File: src/rtl/conv_job_scheduler.sv
// Batch sequencer for the XNOR convolution engine: fetches per-job descriptors,
// launches the engine, watches its busy line and relocates its memory addresses.
module conv_job_scheduler #(
   parameter int ADDR_W = 12,
   parameter int DATA_W = 16,
   parameter int CNT_W  = 5,
   parameter int TO_W   = 16
) (
   input  logic              clk,
   input  logic              reset_b,
   input  logic              start,
   input  logic [CNT_W-1:0]  job_count,
   input  logic [ADDR_W-1:0] desc_base,
   output logic              busy,
   output logic              done,
   output logic              error,
   output logic [CNT_W-1:0]  jobs_done,
   output logic [ADDR_W-1:0] desc_read_address,
   input  logic [DATA_W-1:0] desc_read_data,
   output logic              eng_run,
   input  logic              eng_busy,
   input  logic [ADDR_W-1:0] eng_sram_read_address,
   input  logic [ADDR_W-1:0] eng_sram_write_address,
   input  logic [ADDR_W-1:0] eng_wmem_read_address,
   input  logic              eng_sram_write_enable,
   output logic [ADDR_W-1:0] sram_read_address,
   output logic [ADDR_W-1:0] sram_write_address,
   output logic [ADDR_W-1:0] wmem_read_address,
   output logic              sram_write_enable
);

   typedef enum logic [2:0] {
      S_IDLE, S_FETCH, S_LAUNCH, S_WAIT_BUSY, S_RUN, S_NEXT, S_DONE
   } state_t;

   // WAIT_BUSY gives up after LAUNCH plus 15 idle cycles (16 cycles after eng_run).
   localparam logic [TO_W-1:0] WAIT_LAST = TO_W'(14);
   localparam logic [TO_W-1:0] RUN_LAST  = {{(TO_W-1){1'b1}}, 1'b0};

   state_t            state_q, state_d;
   logic [1:0]        sub_q, sub_d;
   logic [TO_W-1:0]   wdog_q, wdog_d;
   logic [CNT_W-1:0]  job_count_q, job_count_d;
   logic [ADDR_W-1:0] desc_base_q, desc_base_d;
   logic [CNT_W-1:0]  jobs_done_q, jobs_done_d;
   logic [ADDR_W-1:0] in_base_q, in_base_d, out_base_q, out_base_d, w_base_q, w_base_d;
   logic              busy_q, busy_d, done_q, done_d, error_q, error_d, eng_run_q, eng_run_d;
   logic [ADDR_W-1:0] desc_addr_q, desc_addr_d;

   always_ff @(posedge clk or negedge reset_b) begin
      if (!reset_b) begin
         state_q     <= S_IDLE;
         sub_q       <= '0;
         wdog_q      <= '0;
         job_count_q <= '0;
         desc_base_q <= '0;
         jobs_done_q <= '0;
         in_base_q   <= '0;
         out_base_q  <= '0;
         w_base_q    <= '0;
         busy_q      <= 1'b0;
         done_q      <= 1'b0;
         error_q     <= 1'b0;
         eng_run_q   <= 1'b0;
         desc_addr_q <= '0;
      end else begin
         state_q     <= state_d;
         sub_q       <= sub_d;
         wdog_q      <= wdog_d;
         job_count_q <= job_count_d;
         desc_base_q <= desc_base_d;
         jobs_done_q <= jobs_done_d;
         in_base_q   <= in_base_d;
         out_base_q  <= out_base_d;
         w_base_q    <= w_base_d;
         busy_q      <= busy_d;
         done_q      <= done_d;
         error_q     <= error_d;
         eng_run_q   <= eng_run_d;
         desc_addr_q <= desc_addr_d;
      end
   end

   always_comb begin
      state_d     = state_q;
      sub_d       = sub_q;
      wdog_d      = wdog_q;
      job_count_d = job_count_q;
      desc_base_d = desc_base_q;
      jobs_done_d = jobs_done_q;
      in_base_d   = in_base_q;
      out_base_d  = out_base_q;
      w_base_d    = w_base_q;
      error_d     = error_q;
      case (state_q)
         S_IDLE: if (start) begin
            job_count_d = job_count;
            desc_base_d = desc_base;
            error_d     = 1'b0;
            jobs_done_d = '0;
            sub_d       = '0;
            state_d     = (job_count == '0) ? S_DONE : S_FETCH;
         end
         S_FETCH: begin
            // Read latency 1: word k arrives in sub-cycle k+1.
            sub_d = sub_q + 2'd1;
            case (sub_q)
               2'd1:    in_base_d  = ADDR_W'(desc_read_data);
               2'd2:    out_base_d = ADDR_W'(desc_read_data);
               2'd3:    w_base_d   = ADDR_W'(desc_read_data);
               default: ;
            endcase
            if (sub_q == 2'd3) state_d = S_LAUNCH;
         end
         S_LAUNCH: begin
            wdog_d  = '0;
            state_d = S_WAIT_BUSY;
         end
         S_WAIT_BUSY: begin
            if (eng_busy) begin
               wdog_d  = '0;
               state_d = S_RUN;
            end else if (wdog_q == WAIT_LAST) begin
               error_d = 1'b1;
               state_d = S_DONE;
            end else begin
               wdog_d = wdog_q + 1'b1;
            end
         end
         S_RUN: begin
            if (!eng_busy) begin
               state_d = S_NEXT;
            end else if (wdog_q == RUN_LAST) begin
               error_d = 1'b1;
               state_d = S_DONE;
            end else begin
               wdog_d = wdog_q + 1'b1;
            end
         end
         S_NEXT: begin
            jobs_done_d = jobs_done_q + 1'b1;
            sub_d       = '0;
            state_d     = (jobs_done_d == job_count_q) ? S_DONE : S_FETCH;
         end
         S_DONE:  state_d = S_IDLE;
         default: state_d = S_IDLE;
      endcase
   end

   // Control outputs are decoded from the next state so they are registered
   // yet line up with the state they describe.
   always_comb begin
      busy_d      = (state_d != S_IDLE);
      done_d      = (state_d == S_DONE);
      eng_run_d   = (state_d == S_LAUNCH);
      desc_addr_d = desc_addr_q;
      if (state_d == S_FETCH && sub_d != 2'd3)
         desc_addr_d = desc_base_d + ADDR_W'({jobs_done_d, 2'b00}) + ADDR_W'(sub_d);
   end

   assign busy              = busy_q;
   assign done              = done_q;
   assign error             = error_q;
   assign eng_run           = eng_run_q;
   assign jobs_done         = jobs_done_q;
   assign desc_read_address = desc_addr_q;

   assign sram_read_address  = in_base_q  + eng_sram_read_address;
   assign sram_write_address = out_base_q + eng_sram_write_address;
   assign wmem_read_address  = w_base_q   + eng_wmem_read_address;
   assign sram_write_enable  = eng_sram_write_enable &
                               (state_q == S_LAUNCH || state_q == S_WAIT_BUSY || state_q == S_RUN);

endmodule

File: config.mk
export PLATFORM = sky130hd
export DESIGN_NAME = conv_job_scheduler
export DESIGN_NICKNAME = d
export VERILOG_FILES = /design/src/rtl/conv_job_scheduler.sv
export SDC_FILE = /design/constraint.sdc
export NUM_CORES = 1
export LEC_CHECK = 0
export BUFFER_PORTS_ARGS = -buffer_cell sky130_fd_sc_hd__buf_4
export CORE_ASPECT_RATIO = 2
export CORE_MARGIN = 8
export CORE_UTILIZATION = 49
export CTS_CLUSTER_DIAMETER = 200
export DETAILED_ROUTE_END_ITERATION = 8
export PLACE_DENSITY = 0.81
export SETUP_SLACK_MARGIN = 0.05
export SYNTH_ARGS = -nofsm -noshare
export SYNTH_HDL_FRONTEND = slang
export SYNTH_SLANG_ARGS = --single-unit
export TNS_END_PERCENT = 10
File: constraint.sdc
create_clock -name clk -period 3.7 [get_ports clk]
set_input_delay 0.185 -clock clk [delete_from_list [all_inputs] [get_ports clk]]
set_output_delay 0.185 -clock clk [all_outputs]
set_load 0.005 [all_outputs]
==> impl_metrics.toml, run 1 <==
[setup_path]
cp.required_ns = 3.93
cp-start-kind = "flop"
startpoint = "state_q[1]"
crit_fanout = 17
reg2reg_depth = 10
rrSetupSlack_ns = 0.28
timing.rr.end = "desc_read_address[11]"
crit_path_end = "desc_read_address[11]"
end_kind = "flop"
crit_type = "reg2reg"
reg2reg_from = "state_q[1]"
crit_arrival_ns = 3.65

[yosys]
yosysTopAreaCellShare = 0.3896
yosysWarnings = 0
synth_edf_count = 0
synth.distinct_cells = 66
synth_largest_area_cell = "dfrtp_1"
synth.cell_area_sq_um = 6102
synth_seq_cells = 95
synthFlopType = "dfrtp_1"
synth.avg_cell_area_sq_um = 10.14
synthTopCellsByArea = "dfrtp_1 (39%), ha_1 (9.4%), mux2_2 (9.0%), xnor2_1 (5.5%), nor2_1 (3.3%)"
syn-num-nets = 726
synth_cells = 602
async_flop_share = 1.000
yosysSeqAreaShare = 0.3896

[placed_design]
place_hpwl_um = 12980
place.gp.congestion = 0.9307
placed_cells = 871
port_buffers = 127
dpl_cell_area_sq_um = 7217

[sta]
worst_pin_slew_ns = 1.092
finalCritPeriodShare = 0.9247
setup_viol = 0
skew_ns = 0.01079
hold_viol_final = 10
fin_crit_ns = 3.421
slew_violations = 0
fmax_mhz = 292.3
fin_setup_tns_ns = 0
slew_headroom = 0.2695
hold_slack_ns = -0.01299
rsz0062_at_grt = "no"

[clock_tree]
cts_tree = "built"
cts_sinks = 95
cts_hold_buf = 0
clk_pin_slew_ns = 0.07
clock-root-buffer = "clkbuf_16"
clockBufferDepth = 2
htreeDepth = 3
worstSkewPairLatency_ns = 0.34
cts_inserted_buffers = 9

[routing]
ant_nets = 0
drc = 0
via_count = 4976
dr.pass1.iters = 4
vias_per_cell = 5.610
drtIter0Drc = 216
drt_wl_total_um = 15970
routedWlPerCell_um = 18.01

[final_layout]
n_antenna_cell = 0
design_area_sq_um = 7552
final_net_count = 859
multi_input_area_sq_um = 3503
syn_to_final_growth_pct = 23.76
final_cells = 887
drive_gt1_frac = 0.3149
n_fill_cell = 986
ff_latch_area_sq_um = 2377

[worst_hold_path]
hold_class = "in2async"

[floorplan]
core_sq_um = 12120
die_area_sq_um = 16500
ios = 132
fp.dieW_um = 94.91
initial_core_util = 0.5033
num_rows = 57
fp.dieH_um = 173.8

[power_and_ir_drop]
power.leakage_nw = 3.538
cellPowerDensity_nw_per_um2 = 898.8
ir_drop_mv = 0.6431

[run]
max_cap_viol_count = 0

[outcome]
violations = "hold timing"
outcome = "finished, violations left"

[grt]
gr-usage-all-layers = 0.1985
overflow = 0
antenna_found_initial = 0
grt_pass1_vias = 5420
grt_pass1_wl_um = 26010
grt_max_degree = 79
## layer usage
metal  vias up  wire, um  track usage  part of all wire
met1      2426      5548       0.1893              0.35
met3        35       789      0.03948             0.049
met5         -         0            0                 0
met2       142      9029       0.3790              0.57
met4         0       606      0.09443             0.038
li1       2373         -            -                 -
## layout by cell type, fill, tap and decap left out, types with 3 or more instances in the layout
cell type and n:
xor2_1 17, nand2_1 32, fa_1 4, o211ai_1 4, nor2b_1 12, o22ai_1 3
ha_1 46, nor3_1 23, a31o_2 3, a21boi_0 3, mux2_4 8, mux2_2 49
nand4_1 4, xnor2_1 38, o21ai_0 33, nand2b_1 4, inv_1 37, o31ai_1 3
nor4_1 5, nor2_1 53, and3_1 3, clkbuf_16 9, buf_4 135, inv_8 3
a21o_1 5, mux2i_1 6, dfrtp_1 95, and2_2 3, a21oi_1 30, nand3_1 12
or3_1 5, o21a_1 10
## stage by stage
step | util | power [mW] | setup WS, ns
2_1_floorplan | - | 4.356 | 0.1145
3_3_place_gp | 0.5953 | 5.629 | 0.2747
3_5_place_dp | 0.5953 | 5.788 | 0.1651
4_1_cts | 0.6229 | 6.852 | 0.1228
5_1_grt | 0.6229 | 7.295 | 0.1001
6_report | 0.6229 | 6.788 | 0.2785
## final cells by class
cell class / count / share of cell area
multi-input cells: 457 / 0.4639
clock buffers: 9 / 0.02982
clock inverters: 7 / 0.01458
flip-flops and latches: 95 / 0.3148
repair buffers: 135 / 0.1342
well taps: 147 / 0.02435
inverters: 37 / 0.01839
## power by group
| part | total, mW | internal (mW) | leakage, nW | switching, mW |
|---|---|---|---|---|
| Clock | 1.04 | 0.609 | 0.162 | 0.428 |
| Sequential | 1.74 | 1.47 | 1.18 | 0.272 |
| Combinational | 4.01 | 2.14 | 2.19 | 1.87 |
| Total | 6.79 | 4.22 | 3.54 | 2.57 |
## critical path: stages, from the launching register on
cell and delay, ns:
dfrtp_1 0.39, or3b_1 0.49, nor2_2 0.33, buf_4 0.31, mux2_2 0.38, ha_1 0.24, or3_1 0.42, o21ai_0 0.23
nand3b_1 0.19, xnor2_1 0.08, mux2_4 0.25
## cells by family (layout without fill, tap and decap cells)
kind of cell	after synthesis	in the layout	share of synthesized area
AOI/OAI and AO/OA	110	110	0.1159
xor gates and xnor gates	55	55	0.07894
adders and majority gates	50	50	0.1074
buffers and inverters	50	188	0.03711
DFF	95	95	0.3896
muxes	63	63	0.1200
and+or+nand+nor	179	179	0.1511
## cells in the mapped netlist, types with 2 or more instances
master	n
a21o_1	5
o22ai_1	3
inv_1	37
a31oi_1	2
nand2b_1	4
nor3_1	24
o31ai_1	3
buf_6	2
xnor2_1	38
or2_2	2
and3_2	2
and2_2	3
a31o_2	3
mux2_2	49
mux2_4	8
o21a_1	10
nor4_1	5
and3_1	3
ha_1	46
o21ai_0	34
nor2_1	53
a21boi_0	4
clkbuf_1	6
dfrtp_1	95
o211ai_1	4
o21bai_1	2
fa_1	4
nand4_1	4
or3_2	2
nand2_1	32
and2_1	2
a21oi_1	30
or3_1	5
xor2_1	17
nand3_1	12
nor2b_1	12
mux2i_1	6
## sequential cells by signal, indices dropped and copies added, names as in the netlist
| register | cells |
|---|---|
| busy | 1 |
| desc_base_q | 12 |
| desc_read_address | 12 |
| done | 1 |
| eng_run | 1 |
| error | 1 |
| in_base_q | 12 |
| job_count_q | 5 |
| jobs_done | 5 |
| out_base_q | 12 |
| state_q | 3 |
| sub_q | 2 |
| w_base_q | 12 |
| wdog_q | 16 |
## timing repair
item | 4_1_cts | 5_1_grt
endpoints found under the setup margin | 0 | 4
gates resized for setup | 0 | 2
buffers inserted | 0 | 0
## worst min-delay path by stage
stage	cells after the start	to	slack [ns]	start
finish	1	wdog_q[14]	-0.01	reset_b
global route	2	job_count_q[3]	0.07	job_count[3]
CTS	1	wdog_q[14]	0.04	reset_b
detailed placement	1	wdog_q[14]	0.41	reset_b
global placement	1	wdog_q[13]	0.40	reset_b
floorplan	0	busy	-0.11	reset_b
Note: power is estimated with default switching activity, not from simulation.
==> run 2: changes to the inputs <==
- CORE_MARGIN: 8 -> default
==> run 2 against run 1 <==
  * Critical endpoint is now desc_read_address[6]
  * Sequential share of layout area barely moved
  * Critical path depth up 1
  * Non-clock buffer count grew 2
  * Utilization about the same
  * Register-to-register slack lost 0.06 ns
  * First-iteration DRC count down 21%
  * The run now ends clean
  * Clock skew grew 0.0010 ns
  * Final area about the same
==> impl_metrics.toml, run 2 (synthesized netlist as in run 1, its figures left out) <==
[sta]
worst_pin_slew_ns = 1.067
slew_violations = 0
setup_viol = 0
slew_headroom = 0.2859
hold_viol_final = 0
fmax_mhz = 287.4
finalCritPeriodShare = 0.9403
skew_ns = 0.01180
final.setup.worst_slack_ns = 0.2209
fin_crit_ns = 3.479
rsz0062_at_grt = "no"
fin_setup_tns_ns = 0

[final_layout]
largest_register_ffs = 16
mostFrequentLayoutCell = "buf_4"
n_antenna_cell = 0
final_net_count = 861
layout_common_cells = "buf_4 (136), dfrtp_1 (95), nor2_1 (53)"
syn_to_final_growth_pct = 23.74
design_area_sq_um = 7551
drive_gt1_frac = 0.3144
top_register = "wdog_q"

[placed_design]
port_buffers = 127
place.gp.congestion = 0.9164
place_hpwl_um = 12030
dpl_cell_area_sq_um = 7224
pre_cts_ws_ns = 0.1334

[routing]
vias_per_cell = 5.628
drt_wl_total_um = 15010
drc = 0
routedWlPerCell_um = 16.90
via_count = 4998
drtIter0Drc = 171
ant_nets = 0
dr.pass1.iters = 4

[setup_path]
crit_fanout = 17
crit_buf_inv = 1
crit_arrival_ns = 3.71
crit_type = "reg2reg"
cp_slowest_cell = "or3b_1"
cp.required_ns = 3.93
cp-start-kind = "flop"
path_delay_family = "simple AND/OR/NAND/NOR gates"
end_kind = "flop"
path_cells = "or3b_1 -> nor2_2 -> buf_4 -> mux2_2 -> ha_1 -> o21ai_0 -> a21boi_0 -> o21a_1 -> nor2_1 -> xnor2_1 -> mux2_4"
slowest_delay_ns = 0.49

[floorplan]
die_area_sq_um = 12930
core_sq_um = 12120
ios = 132
fp.dieH_um = 159.8
fp.dieW_um = 80.91
initial_core_util = 0.5033
num_rows = 57

[power_and_ir_drop]
ir_drop_mv = 0.5998
power.leakage_nw = 3.541
cellPowerDensity_nw_per_um2 = 885.2

[clock_tree]
htreeDepth = 3
clockBufferDepth = 2
worstSkewPairLatency_ns = 0.34
cts_tree = "built"
cts_sinks = 95
cts_inserted_buffers = 9
clk_pin_slew_ns = 0.06
clock-root-buffer = "clkbuf_16"

[worst_hold_path]
hold_class = "in2reg"

[grt]
grt_max_degree = 69
overflow = 0
gr-usage-all-layers = 0.2447
antenna_found_initial = 0
grt_pass1_wl_um = 24020
grt_pass1_vias = 5165

[run]
max_cap_viol_count = 0

[outcome]
outcome = "finished clean"
-- run 2: repair_timing --
item	CTS	global route
setup buffers	0	0
gates resized for setup	0	1
hold endpoints to repair	67	0
hold buffers	1	0
endpoints found under the setup margin	0	3
-- run 2: cell type report --
class | instances | area, sq um
Fill cell | 972 | 4573
Clock inverter | 6 | 91.34
Inverter | 37 | 138.9
Clock buffer | 9 | 225.2
Multi-Input combinational cell | 457 | 3503
Tap cell | 147 | 183.9
Timing Repair Buffer | 137 | 1031
Sequential cell | 95 | 2377
-- run 2: layer usage --
metal,vias to the layer above,wire length [um],GRT usage
met5,-,0,0
met4,0,646,0.1323
met3,41,637,0.04286
met2,160,8532,0.4698
met1,2416,5192,0.2300
li1,2381,-,-
-- run 2: final timing paths --
path                                   endpoint      startpoint  depth (start not counted)  slack [ns]
max                        desc_read_address[6]      state_q[1]                         11        0.22
min                              job_count_q[2]    job_count[2]                          3        0.07
max reg2reg                desc_read_address[6]      state_q[1]                         11        0.22
min reg2reg                      desc_base_q[3]  desc_base_q[3]                          1        0.51
max in group asynchronous                  done         reset_b                          3        2.29
min in group asynchronous            wdog_q[13]         reset_b                          2        0.50
-- run 2: worst reg2reg max path: stages, from the launching register on --
cell      delay [ns]
dfrtp_1         0.38
or3b_1          0.49
nor2_2          0.30
buf_4           0.30
mux2_2          0.37
ha_1            0.33
o21ai_0         0.13
a21boi_0        0.47
o21a_1          0.18
nor2_1          0.05
xnor2_1         0.12
mux2_4          0.25
-- run 2: metrics by stage --
| step | cells | power [mW] | hold slack (ns) | utilization |
|---|---|---|---|---|
| 2_1_floorplan | 602 | 4.356 | -0.1106 | - |
| 3_3_place_gp | 872 | 5.562 | 0.3368 | 0.5959 |
| 3_5_place_dp | 872 | 5.717 | 0.3458 | 0.5959 |
| 4_1_cts | 888 | 6.730 | 0.06321 | 0.6228 |
| 5_1_grt | 888 | 7.199 | 0.07343 | 0.6228 |
| 6_report | 888 | 6.684 | 0.07019 | 0.6228 |
-- run 2: power breakdown --
part | internal [mW] | switching, mW | total [mW]
combinational | 2.15 | 1.82 | 3.97
sequential | 1.47 | 0.267 | 1.74
clock | 0.593 | 0.384 | 0.977
==> run 3: changes to the inputs <==
- CELL_PAD_IN_SITES_DETAIL_PLACEMENT: default -> 1
- CELL_PAD_IN_SITES_GLOBAL_PLACEMENT: default -> 1
- CORE_UTILIZATION: 49 -> 38
==> run 3 against run 2 <==
  * The flow now finishes with violations (hold timing)
  * Largest power group unchanged
  * Critical path depth up 2
  * Sequential share of layout area fell by 0.49 points
  * Routed wire length grew 17%
  * Combinational power up 4%
  * Cell count increased by 6.5%
  * Utilization is 13 points lower
  * Count of clock-buffer cells in the layout did not move
  * Clock skew is 0.0012 ns lower
  * Clock power up 11%
==> impl_metrics.toml, run 3 (synthesized netlist as in run 1, its figures left out) <==
[final_layout]
largest_register_ffs = 16
top_register = "wdog_q"
drive_gt1_frac = 0.3195
fin_util = 0.4887
mostFrequentLayoutCell = "buf_4"
n_antenna_cell = 0
syn_to_final_growth_pct = 25.71
layout_common_cells = "buf_4 (141), dfrtp_1 (95), nor2_1 (53)"
final_net_count = 865

[placed_design]
port_buffers = 127
place_hpwl_um = 14150
place.gp.congestion = 0.8639

[outcome]
violations = "hold timing"
outcome = "finished, violations left"

[sta]
slew_violations = 0
fin_crit_ns = 3.465
rsz0062_at_grt = "no"
slew_headroom = 0.3237
fmax_mhz = 288.6
hold_viol_final = 13
hold_slack_ns = -0.03293
skew_ns = 0.01062
worst_pin_slew_ns = 1.009
fin_setup_tns_ns = 0
finalCritPeriodShare = 0.9366
setup_viol = 0

[clock_tree]
clk_pin_slew_ns = 0.07
ctsResizeCount = 0
clockBufferDepth = 2
cts_inserted_buffers = 9
cts_setup_buffers = 0
htreeDepth = 3
cts_tree = "built"
cts_sinks = 95
clock-root-buffer = "clkbuf_16"
cts_hold_buf = 0
worstSkewPairLatency_ns = 0.35

[routing]
drt-met1-wl_um = 5681
vias_per_cell = 5.359
routedWlPerCell_um = 18.58
wl_met2_um = 10480
ant_nets = 0
drc = 0
dr.pass1.iters = 4
via_count = 5070
routed.top_layer = "met4"
drt_wl_total_um = 17580
drtIter0Drc = 123
routed-wl-met3_um = 619

[setup_path]
timing.rr.end = "desc_read_address[10]"
crit_type = "reg2reg"
slowest_delay_ns = 0.44
cp-start-kind = "flop"
end_kind = "flop"
crit_arrival_ns = 3.71
rrSetupSlack_ns = 0.23
cp.required_ns = 3.94
reg2reg_depth = 13
reg2reg_from = "state_q[1]"
cp_slowest_cell = "dfrtp_1"
path_cells = "or3b_1 -> nor2_2 -> mux2_2 -> ha_1 -> inv_1 -> fa_1 -> nor2b_1 -> o21ai_0 -> a21boi_0 -> buf_4 -> o211ai_1 -> xnor2_1 -> mux2_4"
crit_fanout = 5

[floorplan]
num_rows = 65
core_sq_um = 15700
fp.dieH_um = 181.2
fp.dieW_um = 91.61
die_area_sq_um = 16600
ios = 132
initial_core_util = 0.3888

[grt]
grt_max_degree = 77
grt_pass1_wl_um = 28590
gr-usage-all-layers = 0.2226
antenna_found_initial = 0
grt_pass1_vias = 5766
overflow = 0

[power_and_ir_drop]
power.leakage_nw = 3.573
cellPowerDensity_nw_per_um2 = 904.2
ir_drop_mv = 0.5719

[worst_hold_path]
hold_class = "in2async"

[run]
max_cap_viol_count = 0
==> run 3: layout make-up <==
| cell class | instances | area (sq um) |
|---|---|---|
| clock buffers | 9 | 225.2 |
| inverters | 37 | 138.9 |
| repair buffers | 141 | 1059 |
| fillers | 1802 | 8025 |
| multi-input cells | 457 | 3503 |
| clock inverters | 6 | 116.4 |
| flip-flops and latches | 95 | 2377 |
| well taps | 201 | 251.5 |
==> run 3: per-layer routing <==
layer,track usage,up-vias
li1,-,2389
met5,0,-
met3,0.03535,48
met1,0.2061,2495
met4,0.1016,0
met2,0.4538,138
==> run 3: per-stage QoR <==
step                std cells  setup slack (ns)  instance area, sq um  hold WS (ns)  power (mW)
CTS                       946            0.1796                  7671       0.02961       7.012
global route              946            0.1024                  7671       0.05312       7.452
floorplan                 602            0.1145                  6102       -0.1106       4.356
finish                    946            0.2346                  7671      -0.03293       6.936
detailed placement        931            0.3264                  7330        0.4054       5.874
global placement          931            0.3912                  7330        0.3929       5.663
==> run 3: how the worst max path moves through the flow <==
stage / start / endpoint / slack (ns)
2_1_floorplan: state_q[1] / desc_read_address[6] / 0.11
3_3_place_gp: state_q[1] / desc_read_address[10] / 0.39
3_5_place_dp: state_q[1] / desc_read_address[10] / 0.33
4_1_cts: state_q[1] / desc_read_address[10] / 0.18
5_1_grt: state_q[1] / desc_read_address[8] / 0.10
6_report: state_q[1] / desc_read_address[10] / 0.23
==> run 3: power by group <==
| part | leakage (nW) | internal, mW | switching [mW] | total, mW |
|---|---|---|---|---|
| registers | 1.18 | 1.47 | 0.275 | 1.74 |
| clock network | 0.166 | 0.663 | 0.413 | 1.08 |
| logic | 2.23 | 2.19 | 1.93 | 4.12 |
==> run 3: worst max-delay path, delay by kind of cell (launching register included) <==
family                     cells  cell delay, ns
and+or+nand+nor                3            0.86
adders and majority gates      2            0.62
AOI/OAI and AO/OA              3            0.54
muxes                          2            0.48
DFF                            1            0.44
buffers and inverters          2            0.26
xor gates and xnor gates       1            0.16
